File: config.mk
export PLATFORM = sky130hd
export DESIGN_NAME = imem_boot_loader
export DESIGN_NICKNAME = d
export VERILOG_FILES = /design/src/rtl/imem_boot_loader_pkg.sv /design/src/rtl/imem_boot_loader_word_packer.sv /design/src/rtl/imem_boot_loader.sv
export SDC_FILE = /design/constraint.sdc
export NUM_CORES = 1
export LEC_CHECK = 0
export CAP_MARGIN = 10
export CORE_MARGIN = 2
export CORE_UTILIZATION = 25
export CTS_CLUSTER_SIZE = 25
export DETAILED_ROUTE_END_ITERATION = 10
export GPL_TIMING_DRIVEN = 0
export PLACE_DENSITY = 0.52
export SLEW_MARGIN = 25
export SYNTH_ARGS = -nofsm -noshare
export SYNTH_HDL_FRONTEND = slang
export SYNTH_SLANG_ARGS = --single-unit
File: constraint.sdc
create_clock -name clk -period 2.2 [get_ports clk]
set_input_delay 0.33 -clock clk [delete_from_list [all_inputs] [get_ports clk]]
set_output_delay 0.33 -clock clk [all_outputs]
set_load 0.01 [all_outputs]
File: src/rtl/imem_boot_loader_pkg.sv
// rtl/imem_boot_loader_pkg.sv - shared types and constants for the instruction-memory boot loader
package boot_pkg;

   // Boot sequencer states: two header bytes, word load, core running, rejected image
   typedef enum logic [2:0] {
      LEN_LO,
      LEN_HI,
      LOAD,
      RUN,
      ERROR
   } boot_state_t;

   // Header length in bytes (word count N, LSB first)
   localparam int BOOT_LEN_BYTES = 2;
   // Bytes packed into one instruction word
   localparam int BYTES_PER_WORD = 4;
   // Width of the word count and of the words-loaded counter
   localparam int BOOT_CNT_W     = 8 * BOOT_LEN_BYTES;

endpackage

File: src/rtl/imem_boot_loader_word_packer.sv
// rtl/imem_boot_loader_word_packer.sv - little-endian byte-to-word packer with lane counter
module boot_word_packer
   import boot_pkg::*;
(
   input  logic                          clk,
   input  logic                          rst,
   input  logic                          i_clr,
   input  logic                          i_valid,
   input  logic [7:0]                    i_data,
   output logic                          o_word_valid,
   output logic [8*BYTES_PER_WORD-1:0]   o_word_data
);

   localparam int                LANE_W    = $clog2(BYTES_PER_WORD);
   localparam logic [LANE_W-1:0] LAST_LANE = LANE_W'(BYTES_PER_WORD - 1);

   logic [LANE_W-1:0]            r_lane;
   logic [8*BYTES_PER_WORD-1:0]  r_word;

   // Place each accepted byte into its lane; the lane wraps after the top byte
   always_ff @(posedge clk) begin
      if (rst || i_clr) begin
         r_lane <= '0;
         r_word <= '0;
      end else if (i_valid) begin
         r_word[8*r_lane +: 8] <= i_data;
         r_lane <= (r_lane == LAST_LANE) ? '0 : r_lane + 1'b1;
      end
   end

   // The completed word includes the byte arriving this cycle so it can be written at the next edge
   always_comb begin
      o_word_data                = r_word;
      o_word_data[8*r_lane +: 8] = i_data;
      o_word_valid               = i_valid && (r_lane == LAST_LANE);
   end

endmodule

File: src/rtl/imem_boot_loader.sv
// rtl/imem_boot_loader.sv - boot sequencer that loads a byte-stream image into instruction memory
module imem_boot_loader
   import boot_pkg::*;
#(
   parameter int IMEM_DEPTH = 256,
   parameter int ADDR_W     = 8
) (
   input  logic                   clk,
   input  logic                   rst,
   input  logic [7:0]             rx_data_i,
   input  logic                   rx_valid_i,
   output logic                   rx_ready_o,
   input  logic                   reload_i,
   output logic                   imem_we_o,
   output logic [ADDR_W-1:0]      imem_addr_o,
   output logic [31:0]            imem_wdata_o,
   output logic                   core_rst_n_o,
   output logic                   busy_o,
   output logic                   done_o,
   output logic                   err_o,
   output logic [BOOT_CNT_W-1:0]  words_loaded_o
);

   localparam logic [BOOT_CNT_W-1:0] DEPTH_N = BOOT_CNT_W'(IMEM_DEPTH);

   boot_state_t              r_state;
   boot_state_t              w_next_state;

   logic [BOOT_CNT_W-1:0]    r_len;
   logic [ADDR_W:0]          r_word_idx;
   logic                     r_we;
   logic [ADDR_W-1:0]        r_addr;
   logic [31:0]              r_wdata;
   logic                     r_core_rst_n;
   logic [BOOT_CNT_W-1:0]    r_words_loaded;

   logic                     w_accept;
   logic                     w_xfer;
   logic                     w_load_xfer;
   logic                     w_word_valid;
   logic [31:0]              w_word_data;
   logic                     w_last_word;
   logic                     w_restart;
   logic [BOOT_CNT_W-1:0]    w_full_len;
   logic [BOOT_CNT_W-1:0]    w_idx_next;

   // Handshake and word-completion decode from the registered state
   always_comb begin
      w_accept    = (r_state == LEN_LO) || (r_state == LEN_HI) || (r_state == LOAD);
      rx_ready_o  = !rst && w_accept;
      w_xfer      = rx_valid_i && rx_ready_o;
      w_load_xfer = w_xfer && (r_state == LOAD);
      w_full_len  = {rx_data_i, r_len[7:0]};
      w_idx_next  = BOOT_CNT_W'(r_word_idx) + BOOT_CNT_W'(1);
      w_last_word = w_word_valid && (w_idx_next == r_len);
      w_restart   = reload_i && ((r_state == RUN) || (r_state == ERROR));
   end

   boot_word_packer u_packer (
      .clk          (clk),
      .rst          (rst),
      .i_clr        (w_restart),
      .i_valid      (w_load_xfer),
      .i_data       (rx_data_i),
      .o_word_valid (w_word_valid),
      .o_word_data  (w_word_data)
   );

   // Next-state logic; reload is honoured only once the image has finished or been rejected
   always_comb begin
      w_next_state = r_state;
      case (r_state)
         LEN_LO: begin
            if (w_xfer) w_next_state = LEN_HI;
         end
         LEN_HI: begin
            if (w_xfer) begin
               if (w_full_len > DEPTH_N)          w_next_state = ERROR;
               else if (w_full_len == '0)         w_next_state = RUN;
               else                               w_next_state = LOAD;
            end
         end
         LOAD: begin
            if (w_last_word) w_next_state = RUN;
         end
         RUN: begin
            if (reload_i) w_next_state = LEN_LO;
         end
         ERROR: begin
            if (reload_i) w_next_state = LEN_LO;
         end
         default: w_next_state = LEN_LO;
      endcase
   end

   // State register
   always_ff @(posedge clk) begin
      if (rst) r_state <= LEN_LO;
      else     r_state <= w_next_state;
   end

   // Header capture, memory write port, word counters and core reset release
   always_ff @(posedge clk) begin
      if (rst) begin
         r_len          <= '0;
         r_word_idx     <= '0;
         r_we           <= 1'b0;
         r_addr         <= '0;
         r_wdata        <= '0;
         r_core_rst_n   <= 1'b0;
         r_words_loaded <= '0;
      end else begin
         r_we <= w_word_valid;
         if (w_xfer && (r_state == LEN_LO)) r_len[7:0]  <= rx_data_i;
         if (w_xfer && (r_state == LEN_HI)) r_len[15:8] <= rx_data_i;
         if (w_word_valid) begin
            r_addr         <= r_word_idx[ADDR_W-1:0];
            r_wdata        <= w_word_data;
            r_word_idx     <= r_word_idx + 1'b1;
            r_words_loaded <= r_words_loaded + 1'b1;
         end
         if (w_restart) begin
            r_word_idx     <= '0;
            r_words_loaded <= '0;
         end
         // RUN is entered on the edge of the final write, so release lands one cycle after it
         r_core_rst_n <= (r_state == RUN) && !reload_i;
      end
   end

   assign imem_we_o      = r_we;
   assign imem_addr_o    = r_addr;
   assign imem_wdata_o   = r_wdata;
   assign core_rst_n_o   = r_core_rst_n;
   assign words_loaded_o = r_words_loaded;
   assign busy_o         = w_accept;
   assign done_o         = (r_state == RUN);
   assign err_o          = (r_state == ERROR);

endmodule
Word-level counts from Yosys, hierarchy flattened
Cells that the tools add are included.
- multipliers: 0
- bitwise logic cells: 0
- add/subtract/negate cells: 5
- equal/unequal tests: 10
- shift-type cells: 2
- magnitude comparators: 1
- multiplexer cells: 9
- reductions and logical operators: 20
- divide/modulo/power cells: 0
- operator list (cell ; number):
    5-bit negator with 34-bit output ; 1
    8-bit by 34-bit variable shift with 32-bit output, first input constant ; 1
    8-bit by 34-bit indexed part select with 32-bit output ; 1
    32-bit bitwise mux ; 1
    16-bit by 1-bit adder with 16-bit output, second input constant ; 1
    10-bit by 16-bit equality test with 1-bit output ; 1
    16-bit by 9-bit > comparator with 1-bit output, second input constant ; 1
    16-bit logical NOT ; 1
    3-bit two-way mux ; 5
    3-bit one-hot mux with 4 select lines ; 1
    9-bit by 1-bit adder with 10-bit output, second input constant ; 1
    9-bit by 1-bit adder with 9-bit output, second input constant ; 1
    1-bit logical AND ; 9
    3-bit by 2-bit equality test with 1-bit output, second input constant ; 2
    2-bit != test, second input constant ; 3
    1-bit logical OR ; 4
    4-bit AND reduction ; 1
    2-bit OR reduction ; 2
    3-bit by 1-bit equality test with 1-bit output, second input constant ; 1
    3-bit equality test, second input constant ; 1
    3-bit logical NOT ; 1
    2-bit by 1-bit adder with 2-bit output, second input constant ; 1
    2-bit equality test, second input constant ; 1
    1-bit logical NOT ; 2
    other kinds (3) ; 3
- bits in read-only memories: 0
- memories: 0
- memory bits (writable): 0
- input bits: 12
- bits in latches: 0
- logic and storage cells: 58
- bits in registers: 120
- output and inout port bits: 62

Longest topological paths before layout
- depth after elaboration: 10
- depth in mapped cells: 9
- mapped depth without buffers: 7

Hierarchy
Synthesis repeated with hierarchy kept, for this count alone.
- cell total of the unflattened synthesis: 573
- area, all modules: 5410.2 µm²
- by module, submodules not included (module ; cells each ; times used ; sequential area each (µm²) ; area each (µm²)):
    imem_boot_loader ; 387 ; 1 ; 1721.7 ; 3661.0
    boot_word_packer ; 186 ; 1 ; 680.7 ; 1749.2

Worst setup path before layout
Ideal clock, no wire load.
- path type: reg2reg
- from: register u_packer.r_lane[0]
- to: register u_packer.r_word[9]
- slack: 43 ps
- stages on the path, launching flop included: 9
- data arrival time: 2092 ps
- setup time: 65 ps
- path buffers: 1
- period minus slack after synthesis: 2157 ps
- data required time: 2135 ps
- cell sequence: dfxtp_1 > inv_1 > ha_1 > nand2_1 > nor3_1 > and2_1 > clkbuf_1 > a22oi_1 > nor2_1
- longest elaborated chain between the ends: 3
- elaborated cells on any way between the ends: 4
- classes of those cells: add/sub: 1; shift: 2; mux: 1
- ends and longest elaborated chain (item ; line ; text):
    start, declared ; imem_boot_loader_word_packer.sv:17 ; logic [LANE_W-1:0] r_lane;
    start signal, assigned ; imem_boot_loader_word_packer.sv:27 ; r_lane <= (r_lane == LAST_LANE) ? '0 : r_lane + 1'b1;
    5-bit negator with 34-bit output * ; imem_boot_loader_word_packer.sv:26 ; r_word[8*r_lane +: 8] <= i_data;
    8-bit by 34-bit indexed part select with 32-bit output / 8-bit by 34-bit variable shift with 32-bit output (equally long branches) ; imem_boot_loader_word_packer.sv:26 ;
    32-bit bitwise mux * ; imem_boot_loader_word_packer.sv:26 ;
    end signal, assigned by index ; imem_boot_loader_word_packer.sv:26 ;
    end, declared ; imem_boot_loader_word_packer.sv:18 ; logic [8*BYTES_PER_WORD-1:0] r_word;
Mark *: on every way between the ends. The rest lies on a longest branch, timed or not.
A chain may end at the register's enable or synchronous reset.

Worst setup path after layout
- from: register r_word_idx[3]
- to: register r_state[0]
- longest elaborated chain between the ends: 5
- ends and longest elaborated chain (item ; line ; text):
    start, declared ; imem_boot_loader.sv:30 ; logic [ADDR_W:0] r_word_idx;
    start signal, assigned ; imem_boot_loader.sv:119 ; r_word_idx <= r_word_idx + 1'b1;
    9-bit by 1-bit adder with 10-bit output ; imem_boot_loader.sv:54 ; w_idx_next = BOOT_CNT_W'(r_word_idx) + BOOT_CNT_W'(1);
    10-bit by 16-bit equality test with 1-bit output ; imem_boot_loader.sv:55 ; w_last_word = w_word_valid && (w_idx_next == r_len);
    1-bit logical AND ; imem_boot_loader.sv:55 ;
    2-bit != test (no line) ; n/a ;
    4-bit AND reduction (no line) ; n/a ;
    end signal, assigned ; imem_boot_loader.sv:99 ; else r_state <= w_next_state;
    end, declared ; imem_boot_loader.sv:26 ; boot_state_t r_state;
Every way passes these cells.

==> summary.txt <==
==========================================================================================
Layout cell share with drive strength beyond 1                                      12.23%
Core ar.                                                                       20230 sq um
Antenna violations before repair                                                         0
Synth top cells by count                                                      120 x dfxtp_1, 89 x nor2_1, 44 x a21oi_1, 39 x clkbuf_1, 38 x nand2_1
Post-synthesis async set-or-reset flop share                                            0%
Count of flip-flops with a built-in enable after synthesis                               0
Wire per inst                                                                     16.17 um
Capture point of the worst path                                                 r_state[0]
Synthesis-to-finish area growth                                                     35.68%
Standard-cell row count                                                                 52
Setup ws final                                                                    78.77 ps
Residual overflow from global routing                                                    0
Placed Cells                                                                           919
IR Drop Worst-Case VDD                                                         0.0005911 V
Final wirelength                                                                  15470 um
Final cell area excluding filler cells                                          7003 sq um
First-pass GRT wire length                                                        24850 um
Clock sink count                                                                       120
Final Max Slew Viols                                                                     0
Clock tree root buffer cell                                                      clkbuf_16
Hold violation total from the final report                                               0
Reg2reg end                                                                     r_state[0]
Number of global-route vias before repair                                             4360
Slowest cell on the critical path                                                 a2111o_1
Final cell count without fillers                                                       957
Type of the tightest min-delay check                                             in -> reg
Power density over the cells                                                  764.1 nW/um^2
Overall die area                                                               21810 sq um
Crit end category                                                                 register
Maximum operating frequency                                                     0.4714 GHz
Post-route fraction of the period consumed by the critical path                     96.42%
Fill cell count                                                                       2083
Crit-path max FO                                                                         7
First-pass DRT Iterations                                                                5
Slack of the worst reg-to-reg path                                                   80 ps
Dominant cells by area after synthesis                                        dfxtp_1 47%, nor2_1 6.5%, a221oi_1 4.6%
TritonCTS clock tree                                                                 built
Top-level I/O count                                                                     74
Share of the core filled with cells in the final layout                             34.61%
Worst slack after detailed placement                                             -724.5 ps
Worst clock skew on the final layout                                              4.647 ps
H-tree Lvls                                                                              4
DRC Markers                                                                              0
Max_cap viols                                                                            0
Starting DRC count in detailed routing                                                 335
Clock edge transition at the registers on the reported setup and hold paths          60 ps
Cell type with the highest aggregate area in the netlist                           dfxtp_1
Data required time of the critical path                                            2500 ps
Final number of setup-violating endpoints                                                0
Overall die height                                                                147.7 um
Overall routing resource usage                                                      14.54%
Crit path launch type                                                             register
Most common cell in the netlist                                                    dfxtp_1
Measured slew at the worst slew-check pin                                         777.4 ps
CTS Buffer Depth                                                                         2
Yosys synthesis warning count                                                            0
Arrival @ worst endpoint                                                           2420 ps
Pin count of the biggest net entering global routing                                    17
Worst reg2reg startpoint                                                      r_word_idx[3]
Origin of the worst setup path                                                r_word_idx[3]
Post-synthesis sequential element count                                                120
PortBufs                                                                                68
Detailed placer's ending HPWL                                                     10470 um
Effective utilization at floorplan                                                  25.51%
Leakage power                                                                     2.541 nW
Minimum clock period                                                               2121 ps
Run status                                                                    finished clean
Cells after Synth                                                                      581
Fin Hold WS                                                                       277.1 ps
Maximum single-stage delay on the critical path                                     380 ps
Unrepaired setup endpoints after global routing                                         no
Vias/cell                                                                            4.825
Synthesized Nets                                                                       601
Post-Syn Area                                                                   5161 sq um
Routability congestion estimate from global placement                               0.7543
Number of antenna diodes                                                                 0
Cell count of the worst reg-to-reg path                                                  7
Ordered cell list for the critical path                                       buf_6 -> and4_4 -> nand4_1 -> xnor2_1 -> a2111o_1 -> o31a_1 -> mux2_4
Die outline width                                                                 147.7 um
Vias                                                                                  4618
Post-Synthesis Mean Instance Area                                              8.883 sq um
WS Path Type                                                                    reg -> reg
Clock latency of the later-clocked register in the worst-skew pair                  410 ps
Synth top area share                                                                46.55%
Placement Cell Area                                                             6180 sq um
Post-route ant nets                                                                      0
Sequential-to-total area share from yosys stat                                      46.55%
# nets final                                                                           695
Number of library cell types mapped by synthesis                                        45
Max transition margin                                                               48.17%
Most used flip-flop cell after synthesis                                           dfxtp_1
Number of buffers created by CTS                                                        17
CTS Hold Bufs                                                                            0
==========================================================================================
[area by class of cell]
class | count | area [sq um] | share of cell area, %
buffer | 39 | 195.2 | 2.787
clock buffer | 23 | 478.0 | 6.825
clock inverter | 8 | 120.1 | 1.715
inverter | 9 | 38.79 | 0.5539
multi-input combinational | 407 | 2639 | 37.68
sequential | 120 | 2412 | 34.45
tap | 270 | 337.8 | 4.824
timing repair buffer | 81 | 782.0 | 11.17
[placed cells by master, fill, tap and decap left out, types with 3 or more instances in the layout]
cell type | synthesis | layout
dfxtp_1 | 120 | 114
nor2_1 | 89 | 89
clkdlybuf4s50_1 | 0 | 65
a21oi_1 | 44 | 43
nand2_1 | 38 | 36
nand2b_1 | 31 | 31
clkbuf_1 | 39 | 30
a22oi_1 | 29 | 29
a221oi_1 | 27 | 27
xor2_1 | 17 | 17
clkbuf_16 | 0 | 17
mux2i_1 | 16 | 16
xnor2_1 | 15 | 14
a211oi_1 | 13 | 13
buf_4 | 0 | 13
nand3_1 | 10 | 10
o21ai_0 | 8 | 8
nand4_1 | 8 | 8
nor3_1 | 9 | 7
nor4_1 | 7 | 6
ha_1 | 8 | 6
inv_1 | 6 | 5
clkbuf_4 | 0 | 5
and3_1 | 6 | 5
dfxtp_2 | 0 | 5
clkbuf_8 | 0 | 4
nor2b_1 | 4 | 4
or3_1 | 4 | 4
clkinv_2 | 0 | 4
and2_1 | 3 | 3
clkbuf_2 | 0 | 3
clkinvlp_4 | 0 | 3
a32oi_1 | 3 | 3
bufinv_16 | 0 | 3
[worst min path at each step]
stage / slack, ps / depth (start not counted) / startpoint / endpoint
floorplan: 410 / 1 / reload_i / core_rst_n_o
global placement: 440 / 2 / imem_addr_o[7] / imem_addr_o[7]
detailed placement: 450 / 2 / imem_addr_o[2] / imem_addr_o[2]
CTS: 260 / 3 / rst / imem_wdata_o[31]
global route: 290 / 3 / rst / imem_wdata_o[31]
finish: 280 / 3 / rst / imem_wdata_o[31]
[worst max-delay path: cells and delay by family, from the launching register on]
kind,cells,cell delay (ps)
compound gates,2,660
mux,1,310
flops,1,320
buf+inv,1,130
xor+xnor,1,170
simple gates,2,410
[flip-flops by register name, indices dropped and copies added, names as in the netlist]
register	flops
imem_addr_o	8
r_state	3
imem_we_o	1
imem_wdata_o	32
u_packer.r_lane	2
r_len	16
u_packer.r_word	32
r_word_idx	9
core_rst_n_o	1
words_loaded_o	16
[routing by layer]
layer | GRT usage, % | vias up | routed length [um]
met2 | 21.60 | 129 | 6823
met4 | 4.952 | 0 | 190
met1 | 20.98 | 2218 | 7741
li1 | - | 2252 | -
met5 | 0 | - | 0
met3 | 2.870 | 19 | 716
[what timing repair did]
| item | in CTS | in global routing |
|---|---|---|
| setup endpoints to repair | 89 | 48 |
| buffers inserted | 12 | 1 |
| pin swaps | 9 | 5 |
| resized for setup | 35 | 20 |
[per-stage QoR]
| stage | TNS [ps] | total power [mW] |
|---|---|---|
| 2_1_floorplan | 0 | 2.429 |
| 3_3_place_gp | -44420 | 2.519 |
| 3_5_place_dp | -43420 | 2.520 |
| 4_1_cts | 0 | 5.384 |
| 5_1_grt | 0 | 5.529 |
| 6_report | 0 | 5.351 |
[cells by family after synthesis]
logic type / Yosys count / share of synthesized area (%)
fa+ha+maj: 8 / 1.939
mux: 17 / 3.394
buf+inv: 54 / 4.291
flops: 120 / 46.55
simple gates: 219 / 20.80
compound gates: 130 / 17.29
xor+xnor: 33 / 5.746
[power by group]
group,switching [mW],internal [mW]
logic,0.163,0.116
clock network,0.998,1.86
registers,0.0216,2.19
total,1.18,4.17
Power figures use the tool's default switching activity.
